File: src/rtl/mipi_csi2_unpack_pkg.sv
// Shared definitions for the CSI-2 packet parser / pixel unpacker.
// Data type codes, parser states, pixel modes and group-size helpers.
package mipi_csi2_pkg;

  localparam logic [5:0] DT_FS    = 6'h00;
  localparam logic [5:0] DT_FE    = 6'h01;
  localparam logic [5:0] DT_RAW8  = 6'h2A;
  localparam logic [5:0] DT_RAW10 = 6'h2B;
  localparam logic [5:0] DT_RAW12 = 6'h2C;

  typedef enum logic [2:0] {
    ST_IDLE, ST_HEADER, ST_PAYLOAD, ST_SKIP, ST_CRC, ST_EOT
  } state_t;

  typedef enum logic [1:0] {MODE_RAW8, MODE_RAW10, MODE_RAW12} mode_t;

  // bytes per unpack group
  function automatic logic [2:0] grp_bytes(mode_t m);
    case (m)
      MODE_RAW10: return 3'd5;
      MODE_RAW12: return 3'd3;
      default:    return 3'd1;
    endcase
  endfunction

  // pixels per unpack group
  function automatic logic [2:0] grp_pix(mode_t m);
    case (m)
      MODE_RAW10: return 3'd4;
      MODE_RAW12: return 3'd2;
      default:    return 3'd1;
    endcase
  endfunction

endpackage

File: src/rtl/mipi_csi2_pix_unpack.sv
// Byte-to-pixel unpacker with separate collect and emit buffers.
// Ports: clk/resetb (sync, active low), byte_d/byte_we payload byte in,
// mode (RAW8/10/12), flush drops a partial group, clear empties everything.
// pixel/valid: one MSB-aligned pixel per cycle; busy: more pixels follow.
module mipi_csi2_pix_unpack
  import mipi_csi2_pkg::*;
#(
  parameter int DATA_WIDTH = 12
) (
  input  logic                  clk,
  input  logic                  resetb,
  input  logic [7:0]            byte_d,
  input  logic                  byte_we,
  input  mode_t                 mode,
  input  logic                  flush,
  input  logic                  clear,
  output logic [DATA_WIDTH-1:0] pixel,
  output logic                  valid,
  output logic                  busy
);

  logic [7:0]  coll [4];
  logic [2:0]  ccnt;
  logic [15:0] g    [4];
  logic [15:0] ebuf [3];
  logic [1:0]  erem;
  logic [15:0] pix_q;
  logic        gdone;

  // Group pixels are built 16 bits wide, MSB-aligned, straight from the
  // collected bytes plus the byte completing the group this cycle.
  always_comb begin
    gdone = byte_we && (ccnt == grp_bytes(mode) - 3'd1);
    for (int i = 0; i < 4; i++) g[i] = '0;
    case (mode)
      MODE_RAW8:  g[0] = {byte_d, 8'h00};
      MODE_RAW10: for (int i = 0; i < 4; i++) g[i] = {coll[i], byte_d[2*i +: 2], 6'h00};
      MODE_RAW12: begin
        g[0] = {coll[0], byte_d[3:0], 4'h0};
        g[1] = {coll[1], byte_d[7:4], 4'h0};
      end
      default: ;
    endcase
  end

  // Emission of one group always finishes before the next one completes
  // (bytes per group >= pixels per group), so the emit buffer never overruns.
  always_ff @(posedge clk) begin
    if (!resetb || clear) begin
      ccnt  <= '0;
      erem  <= '0;
      pix_q <= '0;
      valid <= 1'b0;
      for (int i = 0; i < 4; i++) coll[i] <= '0;
      for (int i = 0; i < 3; i++) ebuf[i] <= '0;
    end else begin
      if (gdone) ccnt <= '0;
      else if (byte_we) begin
        coll[ccnt[1:0]] <= byte_d;
        ccnt            <= ccnt + 3'd1;
      end else if (flush) ccnt <= '0;

      if (gdone) begin
        pix_q   <= g[0];
        valid   <= 1'b1;
        ebuf[0] <= g[1];
        ebuf[1] <= g[2];
        ebuf[2] <= g[3];
        erem    <= 2'(grp_pix(mode) - 3'd1);
      end else if (erem != 2'd0) begin
        pix_q   <= ebuf[0];
        ebuf[0] <= ebuf[1];
        ebuf[1] <= ebuf[2];
        ebuf[2] <= '0;
        erem    <= erem - 2'd1;
        valid   <= 1'b1;
      end else begin
        valid <= 1'b0;
      end
    end
  end

  assign pixel = pix_q[15 -: DATA_WIDTH];
  assign busy  = (erem != 2'd0) || gdone;

endmodule

File: src/rtl/mipi_csi2_unpack.sv
// CSI-2 packet parser: header decode, VC filter, frame/line strobes and
// counters around the pixel unpacker.
// Ports: clk/resetb (sync, active low), enable, phy_we/phy_data byte stream,
// vc_en/vc_sel filter, dato/dvo pixel out, lvo/fvo line/frame valid,
// err_short/err_wc error pulses, frame_cnt/line_cnt counters.
module mipi_csi2_unpack
  import mipi_csi2_pkg::*;
#(
  parameter int DATA_WIDTH = 12,
  parameter int CNT_WIDTH  = 16
) (
  input  logic                  clk,
  input  logic                  resetb,
  input  logic                  enable,
  input  logic                  phy_we,
  input  logic [7:0]            phy_data,
  input  logic                  vc_en,
  input  logic [1:0]            vc_sel,
  output logic [DATA_WIDTH-1:0] dato,
  output logic                  dvo,
  output logic                  lvo,
  output logic                  fvo,
  output logic                  err_short,
  output logic                  err_wc,
  output logic [CNT_WIDTH-1:0]  frame_cnt,
  output logic [CNT_WIDTH-1:0]  line_cnt
);

  state_t      state, state_nxt;
  mode_t       mode, mode_sel;
  logic [1:0]  hcnt;
  logic [7:0]  di;
  logic [15:0] wc;
  logic        crc_cnt;
  logic        line_open, line_more;
  logic        fs_hit, fe_hit, raw_hit, short_err, wc_bad, pix_we, pix_busy;
  logic        vc_rej, is_long;
  state_t      skip_tgt;

  assign vc_rej   = vc_en && (di[7:6] != vc_sel);
  assign is_long  = di[5:0] >= 6'h10;
  assign skip_tgt = (wc == 16'd0) ? ST_CRC : ST_SKIP;
  assign mode_sel = (di[5:0] == DT_RAW10) ? MODE_RAW10 :
                    (di[5:0] == DT_RAW12) ? MODE_RAW12 : MODE_RAW8;

  always_ff @(posedge clk) begin
    if (!resetb) state <= ST_IDLE;
    else         state <= state_nxt;
  end

  always_comb begin
    state_nxt = state;
    fs_hit    = 1'b0;
    fe_hit    = 1'b0;
    raw_hit   = 1'b0;
    short_err = 1'b0;
    wc_bad    = 1'b0;
    pix_we    = 1'b0;
    if (!enable) state_nxt = ST_IDLE;
    else case (state)
      ST_IDLE: if (phy_we) state_nxt = ST_HEADER;
      ST_HEADER:
        if (!phy_we) begin
          short_err = 1'b1;
          state_nxt = ST_IDLE;
        end else if (hcnt == 2'd3) begin
          if (vc_rej) state_nxt = is_long ? skip_tgt : ST_EOT;
          else if (di[5:0] == DT_FS) begin
            fs_hit    = 1'b1;
            state_nxt = ST_EOT;
          end else if (di[5:0] == DT_FE) begin
            fe_hit    = 1'b1;
            state_nxt = ST_EOT;
          end else if (!is_long) state_nxt = ST_EOT;
          else if (di[5:0] == DT_RAW8 || di[5:0] == DT_RAW10 || di[5:0] == DT_RAW12) begin
            raw_hit   = 1'b1;
            state_nxt = (wc == 16'd0) ? ST_CRC : ST_PAYLOAD;
            wc_bad    = (di[5:0] == DT_RAW10 && (wc % 16'd5) != 16'd0) ||
                        (di[5:0] == DT_RAW12 && (wc % 16'd3) != 16'd0);
          end else state_nxt = skip_tgt;
        end
      ST_PAYLOAD, ST_SKIP:
        if (!phy_we) begin
          short_err = 1'b1;
          state_nxt = ST_IDLE;
        end else begin
          pix_we = (state == ST_PAYLOAD);
          if (wc == 16'd1) state_nxt = ST_CRC;
        end
      ST_CRC:
        if (!phy_we) begin
          short_err = 1'b1;
          state_nxt = ST_IDLE;
        end else if (crc_cnt) state_nxt = ST_EOT;
      ST_EOT: if (!phy_we) state_nxt = ST_IDLE;
      default: state_nxt = ST_IDLE;
    endcase
  end

  mipi_csi2_pix_unpack #(.DATA_WIDTH(DATA_WIDTH)) u_unpack (
    .clk     (clk),
    .resetb  (resetb),
    .byte_d  (phy_data),
    .byte_we (pix_we),
    .mode    (mode),
    .flush   (state != ST_PAYLOAD),
    .clear   (!enable),
    .pixel   (dato),
    .valid   (dvo),
    .busy    (pix_busy)
  );

  // The line stays open across gaps between groups as long as pixels are
  // pending or more payload is on its way; it closes after the last pixel.
  assign lvo       = dvo | line_open;
  assign line_more = pix_busy || (state_nxt == ST_PAYLOAD);

  always_ff @(posedge clk) begin
    if (!resetb) begin
      hcnt      <= '0;
      di        <= '0;
      wc        <= '0;
      crc_cnt   <= 1'b0;
      mode      <= MODE_RAW8;
      line_open <= 1'b0;
      fvo       <= 1'b0;
      err_short <= 1'b0;
      err_wc    <= 1'b0;
      frame_cnt <= '0;
      line_cnt  <= '0;
    end else begin
      err_short <= short_err;
      err_wc    <= wc_bad;
      crc_cnt   <= (state == ST_CRC) && phy_we;
      if (!enable) begin
        fvo       <= 1'b0;
        line_open <= 1'b0;
      end else begin
        if (state == ST_IDLE && phy_we) begin
          di   <= phy_data;
          hcnt <= 2'd1;
        end
        if (state == ST_HEADER && phy_we) begin
          hcnt <= hcnt + 2'd1;
          if (hcnt == 2'd1) wc[7:0]  <= phy_data;
          if (hcnt == 2'd2) wc[15:8] <= phy_data;
        end
        if ((state == ST_PAYLOAD || state == ST_SKIP) && phy_we) wc <= wc - 16'd1;
        if (raw_hit) mode <= mode_sel;
        if (fs_hit) fvo <= 1'b1;
        else if (fe_hit) fvo <= 1'b0;
        if (fs_hit) frame_cnt <= frame_cnt + 1'b1;
        line_open <= lvo && line_more;
        if (fs_hit) line_cnt <= '0;
        else if (lvo && !line_more) line_cnt <= line_cnt + 1'b1;
      end
    end
  end

endmodule

File: config.mk
export PLATFORM = sky130hd
export DESIGN_NAME = mipi_csi2_unpack
export DESIGN_NICKNAME = d
export VERILOG_FILES = /design/src/rtl/mipi_csi2_unpack_pkg.sv /design/src/rtl/mipi_csi2_pix_unpack.sv /design/src/rtl/mipi_csi2_unpack.sv
export SDC_FILE = /design/constraint.sdc
export NUM_CORES = 1
export LEC_CHECK = 0
export CAP_MARGIN = 20
export CORE_ASPECT_RATIO = 0.8
export CORE_MARGIN = 2
export CORE_UTILIZATION = 55
export CTS_CLUSTER_SIZE = 28
export DETAILED_ROUTE_END_ITERATION = 12
export GPL_TIMING_DRIVEN = 0
export PLACE_DENSITY = 0.77
export SYNTH_ARGS = -nofsm -noshare
export SYNTH_HDL_FRONTEND = slang
export SYNTH_SLANG_ARGS = --single-unit
File: constraint.sdc
create_clock -name clk -period 13.61 [get_ports clk]
set_input_delay 1.361 -clock clk [delete_from_list [all_inputs] [get_ports clk]]
set_output_delay 1.361 -clock clk [all_outputs]
set_load 0.01 [all_outputs]
; ---- After elaboration in Yosys (flattened, before gate mapping)
; Memory sizes are Yosys's and may differ from the RTL's.
; Index checks and enable logic that the tools add are counted.
[classes]
addsub = 8
div_mod_pow = 2
order_cmp = 1
n_eq_ne = 19
mux = 92
bitwise = 14
reduce_logical = 49
[op_table]
columns = cell, count
row1 = $mux W16, 12
row2 = $mux W3, 19
row3 = $pmux W16 S3, 1
row4 = $mux W1, 43
row5 = $add A16 B1 Y16 const B, 2
row6 = $mux W32, 1
row7 = $pmux W16 S2, 1
row8 = $reduce_bool A16 Y1, 2
row9 = $mux W8, 3
row10 = $eq A6 B6 Y1 const B, 3
row11 = $mux W2, 9
row12 = $reduce_bool A2 Y1, 9
row13 = $eq A16 B1 Y1 const B, 1
row14 = $logic_not A16 Y1, 1
row15 = $mod A16 B2 Y16 const B, 1
row16 = $mod A16 B3 Y16 const B, 1
row17 = $sub A16 B1 Y16 const B, 1
row18 = $pmux W3 S5, 1
row19 = $reduce_and A2 Y1, 6
row20 = $logic_and A1 B1 Y1, 10
row21 = $reduce_or A10 Y1, 1
row22 = $eq A3 B2 Y1 const B, 3
row23 = $reduce_and A3 Y1, 3
row24 = $reduce_or A8 Y1, 1
row25 = 24 further kinds, 50
[totals]
ff_bits = 90
ramBits = 80
inputBits = 15
n_memories = 2
[mem_list]
columns = memory, depth, word_bits, read_ports, rd_clocked_by_memory_dff, wr, line
row1 = u_unpack.ebuf, 3, 16, 3, 0, 3, mipi_csi2_pix_unpack.sv:25  ; logic [15:0] ebuf [3];
row2 = u_unpack.coll, 4, 8, 4, 0, 4, mipi_csi2_pix_unpack.sv:22  ; logic [7:0] coll [4];

; ---- Depth between registers and ports, before layout
; Gate-level depths: netlist of run 1.
[logic_depth]
ltp_word = 18
ltp_mapped = 31

; ---- Cells and area by module
; From an unflattened synthesis of run 1, not the netlist that was laid out.
[hier_totals]
hier_cells = 1236
hier_area_um2 = 10839.1
[by_module_without_submodules]
columns = module, n_inst, cells_each, area_each_um2
row1 = mipi_csi2_unpack, 1, 879, 6789.0
row2 = mipi_csi2_pix_unpack, 1, 357, 4050.1

; ---- Worst setup path before layout of run 1
; OpenSTA, ideal clock, no wires.
[synth_timing]
path_kind = register to register
startpoint = register wc[14]
endpoint = register err_wc
setup_ps = 122
t_arrival_ps = 6534
setup_slack_ps = 6954
path_stages_with_launch = 29
n_path_buf = 2
cell_sequence = dfxtp_1 buf_4 and2b_1 a32oi_1 and4_1 or4_1 buf_2 and4_4 o32a_1 a311o_1 o221a_4 a311o_1 mux2i_1 a32o_1 a32oi_4 xnor2_1 inv_1 ha_1 or2_0 maj3_2 a21oi_2 xnor2_1 inv_1 ha_1 nand2_1 or4b_1 o311ai_1 o22ai_1 a221o_1
[synth_between]
elab_chain_len = 4
elab_cells_between_ends = 7
cone_classes = div: 2 / reduce/logical: 5
[synth_rtl]
columns = element, line
row1 = from (decl), mipi_csi2_unpack.sv:33  ; logic [15:0] wc;
row2 = from (signal assigned), mipi_csi2_unpack.sv:146  ; if (hcnt == 2'd2) wc[15:8] <= phy_data;
row3 = from (signal assigned), mipi_csi2_unpack.sv:148  ; if ((state == ST_PAYLOAD || state == ST_SKIP) && phy_we) wc <= wc - 16'd1;
row4 = $mod A16 B3 Y16 or $mod A16 B2 Y16 (tied branches), "mipi_csi2_unpack.sv:78, mipi_csi2_unpack.sv:79"
row5 = "$reduce_bool A16 Y1, on equally long branches", "mipi_csi2_unpack.sv:78, mipi_csi2_unpack.sv:79"
row6 = "$logic_and A1 B1 Y1, on equally long branches", "mipi_csi2_unpack.sv:78, mipi_csi2_unpack.sv:79"
row7 = $logic_or A1 B1 Y1 (*), mipi_csi2_unpack.sv:78  ; wc_bad = (di[5:0] == DT_RAW10 && (wc % 16'd5) != 16'd0) ||
row8 = to (signal assigned), mipi_csi2_unpack.sv:133  ; err_wc <= wc_bad;
row9 = to (decl), mipi_csi2_unpack.sv:24  ; output logic err_wc,
; Mark *: on every way between the ends. The rest lies on a longest branch, timed or not.
; A chain may end at the register's enable or synchronous reset.

; ---- Final worst setup path of run 1
[layout_timing]
startpoint = register wc[12]
endpoint = register err_wc
; Same word-level chain as after synthesis.

==> run_results.csv, run 1 <==
group,metric,value,unit
clocking,clock_sinks,150,
min_path,min_path_cells,2,
job,max_cap_violations,0,
clocking,cts_buffer_depth,2,
worst_setup_path,rr_endpoint,"err_wc",
sta,clock_skew,10.6,ps
worst_setup_path,max_stage_delay,500,ps
placed_design,dp_hpwl,20.1,mm
worst_setup_path,crit_type,"flip-flop to flip-flop",
grt,grt_max_degree,33,
synth,yosys-top-cells-count,"nand2_1 (116), nor2_1 (101), dfxtp_1 (86)",
sta,finalMaxSlewViolations,0,
sta,rsz0062_at_grt,"no",
floorplan,rows,44,
power,p_leak,4.35,nW
synth,synth_most_common_cell,"nand2_1",
sta,slew-limit-headroom,25.1,%
worst_setup_path,r2r_start,"wc[12]",
synth,synth.area.top_cells,"edfxtp_1 (19%), dfxtp_1 (17%), nand2_1 (4.2%), and2_1 (3.9%), nor2_1 (3.7%)",
placed_design,place.gp.congestion,0.945,
synth,ys_ff_latch,150,
synth,synth_edf_count,64,
finish,post-route-cell-area,0.0118,sq mm
worst_setup_path,cp.required,13920,ps
finish,drive_above_1_share,8.15,%
drt,drc,0,
sta,setup_viol,0,
worst_setup_path,cp-start-kind,"flip-flop",
synth,synth_fp_nets,1256,
floorplan,io-pin-count,64,
clocking,ctsResizeCount,0,
worst_setup_path,critPathMaxFanout,10,
power,powerDensity,84.0,mW/mm^2
grt,gr-total-overflow,0,
finish,area_delta_synth_final,14.5,%
floorplan,die_width,157,um
sta,tightest_slew,1110,ps
worst_setup_path,arrival,8100,ps
sta,fin_crit,7790,ps
synth,synth_cell_type_count,107,
drt,via_per_inst,6.35,
clocking,post-cts-setup-buffers,0,
synth,synth_largest_area_cell,"edfxtp_1",
synth,syn_area,0.0103,sq mm
sta,tns,0,ps
drt,vias,9948,
min_path,min_path_type,"flip-flop to flip-flop",
synth,synth.yosys.seq_area_share,35.4,%
synth,yosysTopAreaCellShare,18.7,%
clocking,cts-buffers-inserted,17,
placed_design,place_area,0.0112,sq mm
synth,async_reset_ff_share,0,%
drt,routed_wl,28.4,mm
worst_setup_path,reg2reg_slack,5820,ps
placed_design,dpl_worst_slack,6030,ps
worst_setup_path,cpMaxStageDelayCell,"or4b_1",
clocking,ctsHoldBuffers,0,
drt,drtAntennaViolNets,0,
drt,drt-pass1-iter-count,5,
finish,n_fill_cell,1564,
placed_design,port_buffers,56,
power,peakVddDrop,80.3,uV
drt,wl_per_cell,18.1,um
synth,synth_cells,1221,
clocking,cts_tree,"built",
clocking,root_buffer,"clkbuf_16",
min_path,min_from,"u_unpack.pix_q[8]",
floorplan,start_util,56.5,%
finish,n_antenna_cell,0,
clocking,worstSkewPairLatency,430,ps
clocking,htree_levels,4,
grt,grt_pass1_vias,9048,
worst_setup_path,end_kind,"flip-flop",
sta,setup_slack,5820,ps
drt,drt_iter0_markers,1236,
floorplan,core-area,0.0182,sq mm
finish,finalNetCount,1335,
synth,yosysWarningCount,0,
floorplan,die_h,126,um
sta,min_period_over_period,57.2,%
clocking,cts.clk_slew.worst_paths,70,ps
synth,ys.flop_type,"dfxtp_1",
floorplan,dieArea,0.0198,sq mm
run_status,status,"completed",
grt,antenna_found_initial,0,
min_path,holdPathEnd,"u_unpack.pix_q[8]",
sta,clock.fmax,128,MHz
grt,grt_pass1_wl,46.2,mm
worst_setup_path,reg2reg_depth,28,
sta,hold_violations,0,
grt,track_usage,28.5,%
synth,syn_avg_cell_area,8.43,sq um
==> worst max-delay path, delay by kind of cell (launching register included) <==
kind                       cells  cell delay (ps)
AOI/OAI and AO/OA             13             3280
xor gates and xnor gates       2              430
adders and majority gates      3              910
buffers and inverters          4              690
DFF                            1              400
and+or+nand+nor                6             1920
==> worst max-delay path by stage <==
| stage | slack, ps | cells after the start | start | to |
|---|---|---|---|---|
| after global placement | 6220 | 27 | wc[9] | err_wc |
| after floorplan | 6950 | 28 | wc[14] | err_wc |
| after global routing | 5490 | 28 | wc[13] | err_wc |
| after detailed placement | 6030 | 28 | wc[12] | err_wc |
| after CTS | 6010 | 27 | wc[12] | err_wc |
| final | 5820 | 28 | wc[12] | err_wc |
==> stage by stage <==
stage                     utilization, %  cells  hold WS [ps]  power [mW]
after detailed placement            61.5   1534           475       0.528
after CTS                           64.7   1566           485       0.989
final                               64.7   1566           483       0.990
after floorplan                        -   1221           464       0.513
after global placement              61.3   1530           468       0.527
after global routing                64.7   1566           501        1.01
==> metal layers <==
layer | routed length (um) | vias up | GRT usage, %
li1 | - | 4700 | -
met1 | 13400 | 4715 | 43.0
met4 | 357 | 0 | 5.94
met2 | 12300 | 499 | 42.5
met3 | 2380 | 34 | 5.43
met5 | 0 | - | 0
==> registers in the layout, indices dropped and copies added (netlist names), 2 cells and up <==
signal          flops
u_unpack.ccnt       3
line_cnt           16
hcnt                2
u_unpack.coll      32
u_unpack.erem       2
wc                 16
u_unpack.ebuf      32
frame_cnt          16
mode                2
u_unpack.pix_q     12
state               3
di                  8
==> where the power goes <==
| part | internal [mW] | total, mW | switching [mW] | leakage [nW] |
|---|---|---|---|---|
| clock | 0.260 | 0.471 | 0.211 | 0.292 |
| sequential | 0.477 | 0.481 | 0.00397 | 1.40 |
| combinational | 0.0118 | 0.0375 | 0.0257 | 2.65 |
| total | 0.750 | 0.990 | 0.240 | 4.35 |
==> cell usage in the layout (no fill, tap or decap), types with 37 or more instances in the layout <==
cell	n
nor3_1	37
o21ai_0	60
a21oi_1	56
and2_1	64
nand3_1	42
nor2_1	101
dfxtp_1	86
clkdlybuf4s50_1	56
clkbuf_1	58
nand2_1	116
edfxtp_1	64
==> cells by family after synthesis <==
kind of cell	Yosys count	share of synthesized area, %
AND/OR/NAND/NOR	528	27.1
AO/OA/AOI/OAI	333	24.1
flip-flops	150	35.4
buffers and inverters	127	5.24
XOR/XNOR	37	3.15
multiplexers	25	2.50
adder cells (fa/ha/maj)	21	2.54
==> final cells by class <==
cell class              count  area (sq um)  share of cell area (%)
inverters                  30           113                   0.955
clock buffers              17           425                    3.61
well taps                 253           317                    2.68
clock inverters            15           156                    1.33
multi-input cells         944          6130                    52.0
repair buffers             60           586                    4.96
plain buffers              97           427                    3.62
flip-flops and latches    150          3640                    30.9
Note: power is estimated with default switching activity, not from simulation.
==> run 2, diff against run 1 <==
Clock period 13.61 ns to 7.5 ns, I/O delays scaled along.
==> run_results.csv, run 2 (synthesis gave the netlist of run 1 again) <==
group,metric,value,unit
run_status,status,"completed",
floorplan,rows,44,
worst_setup_path,cpMaxStageDelayCell,"or4b_1",
placed_design,place.gp.congestion,0.945,
worst_setup_path,max_stage_delay,500,ps
finish,area_delta_synth_final,16.5,%
clocking,clock_sinks,150,
clocking,htree_levels,4,
worst_setup_path,cp.required,7810,ps
grt,grt_pass1_wl,46.4,mm
sta,clock_skew,8.85,ps
finish,mostFrequentLayoutCells,"nand2_1 (115), nor2_1 (99), dfxtp_1 (84)",
sta,slew-limit-headroom,29.9,%
drt,wl_per_cell,18.2,um
clocking,cts_buffer_depth,2,
sta,fin_crit,7230,ps
sta,hold_violations,0,
drt,vias,9986,
clocking,cts.clk_slew.worst_paths,70,ps
finish,reg_top3,"u_unpack.coll: 32 flops, u_unpack.ebuf: 32 flops",
grt,grt_pass1_vias,9076,
drt,drtAntennaViolNets,0,
sta,tightest_slew,1040,ps
min_path,min_path_type,"flip-flop to flip-flop",
floorplan,dieArea,0.0198,sq mm
finish,ff_latch_area,0.00365,sq mm
grt,track_usage,28.6,%
finish,multiInputGateArea,0.00627,sq mm
clocking,cts-buffers-inserted,17,
floorplan,die_width,157,um
placed_design,dpl_worst_slack,-75.1,ps
worst_setup_path,cp-start-kind,"flip-flop",
drt,drc,0,
drt,drt_iter0_markers,1258,
sta,setup_slack,275,ps
grt,antenna_found_initial,0,
clocking,worstSkewPairLatency,420,ps
power,p_leak,4.43,nW
grt,grt_max_degree,33,
finish,n_fill_cell,1532,
sta,finalMaxSlewViolations,0,
floorplan,die_h,126,um
drt,via_per_inst,6.36,
finish,drive_above_1_share,10.6,%
worst_setup_path,cp.buffers_inverters,5,
drt,routed_wl,28.5,mm
power,peakVddDrop,145,uV
finish,finalNetCount,1340,
grt,gr-total-overflow,0,
drt,drt-pass1-iter-count,6,
clocking,root_buffer,"clkbuf_16",
sta,clock.fmax,138,MHz
placed_design,port_buffers,56,
worst_setup_path,arrival,7540,ps
worst_setup_path,cp_top_family,"compound AO/OA/AOI/OAI gates",
finish,final_common_cell,"nand2_1",
clocking,cts_tree,"built",
worst_setup_path,end_kind,"flip-flop",
power,powerDensity,150,mW/mm^2
placed_design,dp_hpwl,20.1,mm
floorplan,core-area,0.0182,sq mm
worst_setup_path,crit_type,"flip-flop to flip-flop",
floorplan,start_util,56.5,%
finish,fin_cells,1571,
sta,setup_viol,0,
worst_setup_path,critPathMaxFanout,10,
job,max_cap_violations,0,
placed_design,dp.cells,1534,
sta,min_period_over_period,96.3,%
finish,n_antenna_cell,0,
floorplan,io-pin-count,64,
==> run 2: report_power, final <==
part	internal (mW)	total (mW)	switching, mW
Clock	0.473	0.852	0.379
Sequential	0.866	0.874	0.00724
Combinational	0.0215	0.0684	0.0469
Total	1.36	1.79	0.434
==> run 2: worst paths after layout <==
| kind | start | end | slack [ps] | cells past startpoint |
|---|---|---|---|---|
| setup / recovery | wc[14] | err_wc | 270 | 29 |
| hold / removal | u_unpack.pix_q[12] | u_unpack.pix_q[12] | 480 | 2 |
| setup reg to reg | wc[14] | err_wc | 270 | 29 |
| hold reg to reg | u_unpack.pix_q[12] | u_unpack.pix_q[12] | 480 | 2 |
==> run 2: cell type report <==
cell class	count	area share (%)
flip-flops and latches	150	30.4
clock buffers	17	3.55
clock inverters	15	1.30
repair buffers	66	5.26
multi-input cells	944	52.3
well taps	253	2.64
plain buffers	96	3.65
inverters	30	0.939
==> run 2: per-stage QoR <==
stage / power (mW) / utilization [%] / hold slack [ps] / instance area, sq um / TNS [ps]
after floorplan: 0.930 / - / 464 / 10300 / 0
after global placement: 0.956 / 61.3 / 468 / 11200 / 0
after detailed placement: 0.958 / 61.5 / 475 / 11200 / -75.1
after CTS: 1.79 / 65.0 / 485 / 11800 / 0
after global routing: 1.84 / 65.8 / 501 / 12000 / -1.13
final: 1.79 / 65.8 / 483 / 12000 / 0
==> run 2: worst register-to-register path: cells and delay by family, from the launching register on <==
| kind | cells | cell delay, ps |
|---|---|---|
| and+or+nand+nor | 3 | 890 |
| adders and majority gates | 3 | 880 |
| buffers and inverters | 5 | 690 |
| DFF | 1 | 300 |
| muxes | 1 | 150 |
| AOI/OAI and AO/OA | 14 | 3710 |
| xor gates and xnor gates | 3 | 500 |
==> run 2: metal layers <==
layer / track usage [%] / share of wire (%) / up-vias / wire, um
met5: 0 / 0 / - / 0
met4: 6.10 / 1.5 / 0 / 429
met3: 5.43 / 8.3 / 50 / 2370
met2: 42.7 / 44 / 503 / 12400
met1: 43.1 / 47 / 4719 / 13300
li1: - / - / 4714 / -
==> run 2: repair_timing <==
action,4_1_cts,5_1_grt
gates resized for setup,7,34
pin swaps,1,6
buffers inserted,1,5
hold buffers,0,0
endpoints found under the setup margin,1,1
endpoints found under the hold margin,0,0
==> run 3, diff against run 2 <==
Settings changed: CORE_UTILIZATION 55 to 60, PLACE_DENSITY 0.77 to 0.82.
==> run_results.csv, run 3 (synthesis gave the netlist of run 1 again) <==
group,metric,value,unit
finish,drive_above_1_share,10.3,%
clocking,ctsHoldBuffers,0,
drt,vias,10300,
placed_design,dp_hpwl,20.4,mm
min_path,min_path_type,"flip-flop to flip-flop",
power,powerDensity,153,mW/mm^2
grt,antenna_found_initial,0,
worst_setup_path,r2r_start,"wc[14]",
sta,slew-limit-headroom,34.1,%
floorplan,die_width,150,um
clocking,worstSkewPairLatency,420,ps
clocking,htree_levels,4,
worst_setup_path,rr_endpoint,"err_wc",
clocking,cts_buffer_depth,2,
clocking,cts.clk_slew.worst_paths,70,ps
worst_setup_path,cp-start-kind,"flip-flop",
power,p_leak,4.44,nW
sta,min_period_over_period,95.5,%
drt,via_per_inst,6.66,
power,report.power.total,1.83,mW
worst_setup_path,arrival,7470,ps
drt,drt-pass1-iter-count,5,
floorplan,start_util,61.8,%
finish,finalNetCount,1344,
floorplan,rows,42,
finish,mostFrequentLayoutCells,"nand2_1 (115), nor2_1 (100), dfxtp_1 (83)",
sta,tightest_slew,981,ps
drt,drc,0,
worst_setup_path,reg2reg_slack,340,ps
sta,clock_skew,7.24,ps
finish,final_common_cell,"nand2_1",
floorplan,dieArea,0.0182,sq mm
placed_design,place_area,0.0112,sq mm
grt,gr-total-overflow,0,
worst_setup_path,end_kind,"flip-flop",
job,max_cap_violations,0,
drt,drt_iter0_markers,1302,
drt,drtAntennaViolNets,0,
floorplan,io-pin-count,64,
finish,area_delta_synth_final,16.3,%
clocking,clock_sinks,150,
sta,clock.fmax,140,MHz
worst_setup_path,endpoint,"err_wc",
drt,routed_wl,29.4,mm
sta,fin_crit,7160,ps
sta,hold_violations,0,
worst_setup_path,critPathMaxFanout,9,
power,peakVddDrop,156,uV
finish,reg_top3,"u_unpack.coll: 32 flops, u_unpack.ebuf: 32 flops",
placed_design,dp.cells,1500,
clocking,root_buffer,"clkbuf_16",
floorplan,core-area,0.0167,sq mm
floorplan,die_h,121,um
drt,wl_per_cell,19.1,um
worst_setup_path,cp_top_family,"compound AO/OA/AOI/OAI gates",
worst_setup_path,reg2reg_depth,28,
placed_design,port_buffers,56,
grt,track_usage,32.1,%
clocking,cts-buffers-inserted,17,
finish,post-route-cell-area,0.0120,sq mm
worst_setup_path,cpMaxStageDelayCell,"or4_1",
sta,setup_viol,0,
worst_setup_path,crit_type,"flip-flop to flip-flop",
sta,finalMaxSlewViolations,0,
grt,grt_max_degree,33,
finish,fin_cells,1542,
finish,n_antenna_cell,0,
placed_design,place.gp.congestion,0.970,
worst_setup_path,crit_cells,28,
worst_setup_path,cp.buffers_inverters,4,
worst_setup_path,max_stage_delay,520,ps
grt,grt_pass1_wl,46.9,mm
worst_setup_path,crit_start,"wc[14]",
run_status,status,"completed",
grt,grt_pass1_vias,9046,
worst_setup_path,cp.required,7810,ps
clocking,cts_tree,"built",
-- run 3: changes by cell type in the layout (fill, tap and decap cells not counted), sizes merged --
cell / delta
inv: -2
clkbuf: +2
buf: +1
bufinv: +1
clkdlybuf4s18: +1
clkinv: +1
-- run 3: worst min path at each step --
stage,startpoint,end,slack (ps),cells past startpoint
global route,u_unpack.pix_q[6],u_unpack.pix_q[6],500,2
detailed placement,u_unpack.pix_q[8],u_unpack.pix_q[8],470,2
finish,u_unpack.pix_q[8],u_unpack.pix_q[8],480,2
global placement,u_unpack.pix_q[13],u_unpack.pix_q[13],470,2
CTS,u_unpack.pix_q[8],u_unpack.pix_q[8],480,2
floorplan,u_unpack.erem[1],u_unpack.erem[1],460,2
-- run 3: power breakdown --
group	internal (mW)	total (mW)	switching, mW
Combinational	0.0214	0.0697	0.0483
Sequential	0.867	0.875	0.00804
Clock	0.507	0.886	0.379
-- run 3: layout make-up --
class                      instances  area, sq um
multi-input combinational        944         6230
fill                            1223         4680
sequential                       150         3650
timing repair buffer              70          666
buffer                            96          433
clock buffer                      17          425
tap                              220          275
clock inverter                    15          185
inverter                          30          113
-- run 3: worst register-to-register path, delay by kind of cell, from the launching register on --
family | cells | cell delay, ps
compound gates | 11 | 2820
xor+xnor | 2 | 320
fa+ha+maj | 3 | 870
buf+inv | 4 | 560
flops | 1 | 310
mux | 1 | 150
simple gates | 7 | 2030
-- run 3: what timing repair did --
action | CTS | global route
gates resized for setup | 1 | 28
hold endpoints to repair | 0 | 0
pin swaps | 0 | 6
setup buffers | 0 | 10
endpoints found under the setup margin | 1 | 1
-- run 3: metrics by stage --
step	setup slack, ps	setup TNS (ps)	util [%]	hold slack, ps
final	339	0	71.9	478
after global routing	-24.4	-24.4	71.9	499
after CTS	39.5	0	70.7	481
after detailed placement	39.5	0	67.0	472
after global placement	136	0	66.8	468
after floorplan	844	0	-	464
-- run 3: per-layer routing --
metal	vias to the layer above	GRT usage (%)	wire, um
met5	-	0	0
met4	0	5.78	466
met3	64	7.03	3480
met2	674	47.4	12600
met1	4800	48.6	12900
li1	4729	-	-
